<file path="src/rtl/delay_sched_pkg.sv">
// Shared definitions for the pulse delay scheduler.
// Holds parameter defaults, the FSM state type and the minimum delay.
package delay_sched_pkg;

    localparam int DELAY_W_DEF = 16;
    localparam int DEPTH_DEF   = 8;
    localparam int MIN_DELAY   = 1;

    typedef enum logic {
        ST_IDLE,
        ST_RUN
    } state_e;

endpackage

</file>
<file path="src/rtl/due_fifo.sv">
// Synchronous FIFO of due timestamps for the delay scheduler.
// A push into a full FIFO is accepted only with a same-cycle pop.
module due_fifo #(
    parameter int WIDTH = 16,
    parameter int DEPTH = 8,
    parameter int CNT_W = $clog2(DEPTH) + 1
) (
    input  logic             clk,
    input  logic             rst_n,
    input  logic             push,
    input  logic             pop,
    input  logic [WIDTH-1:0] din,
    output logic [WIDTH-1:0] head,
    output logic             full,
    output logic             empty,
    output logic [CNT_W-1:0] count
);

    localparam int AW = $clog2(DEPTH);

    logic [WIDTH-1:0] mem_q [DEPTH];
    logic [WIDTH-1:0] mem_d [DEPTH];
    logic [AW-1:0]    wr_ptr_q, wr_ptr_d;
    logic [AW-1:0]    rd_ptr_q, rd_ptr_d;
    logic [CNT_W-1:0] count_q, count_d;
    logic             do_push;
    logic             do_pop;

    assign full    = (count_q == CNT_W'(DEPTH));
    assign empty   = (count_q == '0);
    assign count   = count_q;
    assign head    = mem_q[rd_ptr_q];
    assign do_pop  = pop && !empty;
    assign do_push = push && (!full || do_pop);

    always_comb begin
        mem_d    = mem_q;
        wr_ptr_d = wr_ptr_q;
        rd_ptr_d = rd_ptr_q;
        count_d  = count_q;
        if (do_push) begin
            mem_d[wr_ptr_q] = din;
            wr_ptr_d        = wr_ptr_q + AW'(1);
        end
        if (do_pop) begin
            rd_ptr_d = rd_ptr_q + AW'(1);
        end
        count_d = count_q + CNT_W'(do_push) - CNT_W'(do_pop);
    end

    always_ff @(posedge clk or negedge rst_n) begin
        if (!rst_n) begin
            for (int i = 0; i < DEPTH; i++) begin
                mem_q[i] <= '0;
            end
            wr_ptr_q <= '0;
            rd_ptr_q <= '0;
            count_q  <= '0;
        end else begin
            mem_q    <= mem_d;
            wr_ptr_q <= wr_ptr_d;
            rd_ptr_q <= rd_ptr_d;
            count_q  <= count_d;
        end
    end

endmodule

</file>
<file path="src/rtl/pulse_delay_scheduler.sv">
// Replays each sampled-high cycle of sig exactly D cycles later,
// with up to DEPTH events in flight, timestamped against a wrapping counter.
module pulse_delay_scheduler
    import delay_sched_pkg::*;
#(
    parameter int DELAY_W = DELAY_W_DEF,
    parameter int DEPTH   = DEPTH_DEF,
    parameter int CNT_W   = $clog2(DEPTH) + 1
) (
    input  logic               clk,
    input  logic               rst_n,
    input  logic               sig,
    input  logic [DELAY_W-1:0] delay_cfg,
    input  logic               cfg_we,
    input  logic               err_clr,
    output logic               delayed_sig,
    output logic               busy,
    output logic [CNT_W-1:0]   pending,
    output logic               overflow,
    output logic               cfg_err
);

    logic [DELAY_W-1:0] now_q, now_d;
    logic [DELAY_W-1:0] delay_q, delay_d;
    logic               dly_q, dly_d;
    logic               ovf_q, ovf_d;
    logic               cerr_q, cerr_d;
    state_e             state_q, state_d;

    logic [DELAY_W-1:0] head;
    logic               full;
    logic               empty;
    logic [CNT_W-1:0]   count;
    logic               push;
    logic               pop;
    logic               idle_q;

    // Due times are unique and monotonic, so equality with now is wrap-safe.
    assign pop    = !empty && (head == now_q);
    assign push   = sig && (!full || pop);
    assign idle_q = (count == '0);

    due_fifo #(
        .WIDTH (DELAY_W),
        .DEPTH (DEPTH),
        .CNT_W (CNT_W)
    ) u_fifo (
        .clk   (clk),
        .rst_n (rst_n),
        .push  (push),
        .pop   (pop),
        .din   (now_q + delay_q),
        .head  (head),
        .full  (full),
        .empty (empty),
        .count (count)
    );

    always_comb begin
        now_d   = now_q + DELAY_W'(1);
        delay_d = delay_q;
        dly_d   = pop;
        ovf_d   = (sig && full && !pop) || (ovf_q && !err_clr);
        cerr_d  = (cfg_we && !idle_q) || (cerr_q && !err_clr);
        state_d = state_q;
        if (cfg_we && idle_q) begin
            delay_d = (delay_cfg == '0) ? DELAY_W'(MIN_DELAY) : delay_cfg;
        end
        unique case (state_q)
            ST_IDLE: if (push) state_d = ST_RUN;
            ST_RUN: begin
                if (pop && !push && count == CNT_W'(1)) begin
                    state_d = ST_IDLE;
                end
            end
            default: state_d = ST_IDLE;
        endcase
    end

    always_ff @(posedge clk or negedge rst_n) begin
        if (!rst_n) begin
            now_q   <= '0;
            delay_q <= DELAY_W'(MIN_DELAY);
            dly_q   <= 1'b0;
            ovf_q   <= 1'b0;
            cerr_q  <= 1'b0;
            state_q <= ST_IDLE;
        end else begin
            now_q   <= now_d;
            delay_q <= delay_d;
            dly_q   <= dly_d;
            ovf_q   <= ovf_d;
            cerr_q  <= cerr_d;
            state_q <= state_d;
        end
    end

    assign delayed_sig = dly_q;
    assign busy        = (state_q == ST_RUN);
    assign pending     = count;
    assign overflow    = ovf_q;
    assign cfg_err     = cerr_q;

endmodule

</file>
<file path="config.mk">
export PLATFORM = sky130hd
export DESIGN_NAME = pulse_delay_scheduler
export DESIGN_NICKNAME = d
export VERILOG_FILES = /design/src/rtl/delay_sched_pkg.sv /design/src/rtl/due_fifo.sv /design/src/rtl/pulse_delay_scheduler.sv
export SDC_FILE = /design/constraint.sdc
export NUM_CORES = 1
export LEC_CHECK = 0
export BUFFER_PORTS_ARGS = -buffer_cell sky130_fd_sc_hd__buf_2
export CAP_MARGIN = 5
export CORE_UTILIZATION = 35
export CTS_CLUSTER_SIZE = 24
export DETAILED_ROUTE_END_ITERATION = 7
export GPL_ROUTABILITY_DRIVEN = 0
export GPL_TIMING_DRIVEN = 0
export PLACE_DENSITY = 0.59
export SLEW_MARGIN = 0
export SYNTH_ARGS = -nofsm -noshare
export SYNTH_HDL_FRONTEND = slang
export SYNTH_SLANG_ARGS = --single-unit
</file>
<file path="constraint.sdc">
create_clock -name clk -period 3.45 [get_ports clk]
set_input_delay 0.69 -clock clk [delete_from_list [all_inputs] [get_ports clk]]
set_output_delay 0.69 -clock clk [all_outputs]
set_load 0.03 [all_outputs]
</file>
==> impl_metrics.csv <==
group,metric,value,unit
power_and_ir_drop,ir_worst_vdd,431,µV
timing,rsz0062_at_grt,"true",
timing,fin_skew,9.71,ps
worst_setup_path,worstPathMaxFanout,5,
die,die_w,161,µm
timing,slew_headroom,43.3,%
global_routing,grt_use_met3,3.46,%
routing,avgRoutedWirePerCell,20.7,µm
placement,dp_hpwl,14200,µm
layout,stdcell_count,1058,
routing,drt-total-wl,21900,µm
layout,syn2layout_area_growth,24.1,%
outcome,status,"completed",
synth,synth_cell_types,53,
synth,synth_top_cell_area_share,49.1,%
layout,postLayoutCoreUtil,44.6,%
worst_setup_path,r2r_start,"u_fifo.rd_ptr_q[1]",
clock_network,clock_path_buffers,2,
synth,synth_top_family_by_area,"multiplexers",
die,pin_count,29,
global_routing,grt_usage,17.8,%
synth,syn_avg_cell_area,13.9,µm²
timing,finalHoldViolations,0,
synth,synth_edf_count,0,
global_routing,grt_max_degree,89,
placement,place_ws,-840,ps
clock_network,cts-htree-levels,4,
synth,synth.most_common_cell,"dfrtp_1",
routing,post_drt_via_cell_ratio,5.20,
power_and_ir_drop,power_density,931,nW/µm²
global_routing,grt_pass1_vias,5973,
global_routing,antenna_found_initial,0,
layout,nNetsFinal,768,
synth,synthArstFlopShare,100,%
clock_network,cts_root_buffer,"clkbuf_16",
clock_network,clkTransAtPathRegs,70,ps
worst_setup_path,cp-startpoint,"u_fifo.rd_ptr_q[1]",
clock_network,worstSkewPairLatency,430,ps
synth,netlist_area,8810,µm²
synth,synth_warnings,0,
synth,synth_commonest_cells,"173 x dfrtp_1, 131 x mux2_2, 40 x xnor2_1",
synth,synthAdderAreaFrac,3.86,%
synth,synth_top_cell_by_area,"dfrtp_1",
timing,period_needed,3440,ps
global_routing,grt_pass1_wl,34600,µm
routing,drt_first_pass_iters,4,
routing,postRouteAntennaNets,0,
timing,fmax,0.291,GHz
placement,port_buffers,28,
timing,slew_violations,0,
global_routing,top_usage_layer,"met2",
timing,setup_slack,10.7,ps
synth,netlist_instances,634,
synth,seq_area_frac_synth,49.4,%
clock_network,numCtsBuffers,17,
synth,synth-compound-area-share,5.68,%
global_routing,use_met1,23.8,%
placement,placed_cells,987,
global_routing,met2_usage,29.1,%
power_and_ir_drop,p_total,10.2,mW
min_path,hp-class,"in -> async",
layout,diodes,0,
power_and_ir_drop,p_leak,4.87,nW
placement,placed_cell_area,9400,µm²
die,die_h,161,µm
synth,synth-xor-area-share,4.97,%
timing,setup_viol,0,
routing,vias,5498,
run,maxCapViolCount,0,
synth,ys.flop_type,"dfrtp_1",
layout,drive_above_1_share,44.0,%
worst_setup_path,start_kind,"register",
routing,drc,0,
layout,final_area,10900,µm²
worst_setup_path,endpoint_kind,"register",
worst_setup_path,critPathRequiredTime,3770,ps
worst_setup_path,crit_type,"reg -> reg",
synth,synth_nets,681,
global_routing,gr-total-overflow,0,
timing,period_share,99.7,%
clock_network,cts_sinks,174,
routing,drt_iter0_drc,264,
clock_network,cts_tree,"done",
synth,synth_mux_area_share,28.5,%
die,rows,57,
timing,worst_pin_slew,844,ps
synth,synth_area_leaders,"dfrtp_1 49%, mux2_2 17%, xnor2_1 4.0%",
synth,synth-simple-area-share,4.59,%
die,coreArea,24500,µm²
worst_setup_path,cp.arrival,3760,ps
die,start_util,35.9,%
die,dieArea,25800,µm²
synth,ys_ff_latch,174,
-- registers in the layout (all words and copies together), names as in the netlist --
| signal | count |
|---|---|
| u_fifo.mem_q | 128 |
| delay_q | 16 |
| now_q | 16 |
| u_fifo.count | 4 |
| u_fifo.rd_ptr_q | 3 |
| u_fifo.wr_ptr_q | 3 |
| busy | 1 |
| cfg_err | 1 |
| delayed_sig | 1 |
| overflow | 1 |
-- cells in the final DEF (no fill, tap or decap), types with 6 or more instances in the layout --
master,n
mux2_4,32
buf_8,6
nand2_1,13
and3_1,6
inv_1,22
nand3_1,10
mux2i_1,24
clkbuf_16,21
buf_12,9
buf_2,28
xor2_1,9
a21oi_1,12
mux2_2,118
o22ai_1,7
xnor2_1,39
bufinv_16,6
ha_1,21
mux4_2,16
dfrtp_1,172
buf_4,21
o211ai_4,6
buf_6,18
nor2_1,12
-- stage by stage --
stage                     TNS [ps]  hold slack [ps]
after floorplan                  0              394
after global placement     -217080              474
after detailed placement    -75480              488
after CTS                    -4490              282
after global routing         -3380              288
final                            0              235
-- repair_timing --
item                       4_1_cts  5_1_grt
pin swaps                       14       14
gates cloned                     5        2
setup buffers                   23       13
gates resized for setup         78       39
hold endpoints to repair         0        0
setup endpoints to repair      140      131
hold buffers                     0        0
-- report_power, final --
part           total (mW)  switching, mW  internal (mW)
Clock                2.24          0.805           1.44
Combinational        4.51           2.16           2.35
Sequential           3.43          0.512           2.92
-- critical path: stages, from the launching register on --
cell and delay, ps:
dfrtp_1 360, buf_6 150, buf_12 120, buf_8 110, buf_8 130, mux4_2 520
mux2i_2 200, xor2_1 180, nand2_1 130, nor4_4 370, buf_6 170, o2111a_1 190
buf_6 150, buf_12 110, buf_12 120, mux2_4 310
-- final timing paths --
kind                                       to  slack [ps]  cells past startpoint
max in group asynchronous  u_fifo.rd_ptr_q[0]        2340                      2
setup / recovery             u_fifo.mem_q[13]          10                     15
min in group clk                      cfg_err         490                      2
setup reg to reg             u_fifo.mem_q[13]          10                     15
hold reg to reg              u_fifo.mem_q[89]         500                      1
hold / removal                u_fifo.count[2]         230                      1
-- layer usage --
| metal | share of wire, % | up-vias |
|---|---|---|
| met1 | 46 | 2906 |
| met2 | 49 | 71 |
| li1 | - | 2501 |
| met5 | 0 | - |
| met3 | 2.9 | 20 |
| met4 | 1.6 | 0 |
-- final cells by class --
class                      instances  area [µm²]
timing repair buffer              70         698
clock inverter                     9         203
sequential                       174        4360
fill                            2187       13600
tap                              324         405
clock buffer                      23         488
multi-input combinational        410        4420
buffer                            24         274
inverter                          24        92.6
-- cell families (layout without fill, tap and decap cells) --
family | count (synthesis) | count (layout)
compound gates | 62 | 62
simple gates | 73 | 73
flops | 174 | 174
buf+inv | 50 | 150
mux | 199 | 199
xor+xnor | 50 | 50
fa+ha+maj | 26 | 26
(Power assumes the default switching activity.)
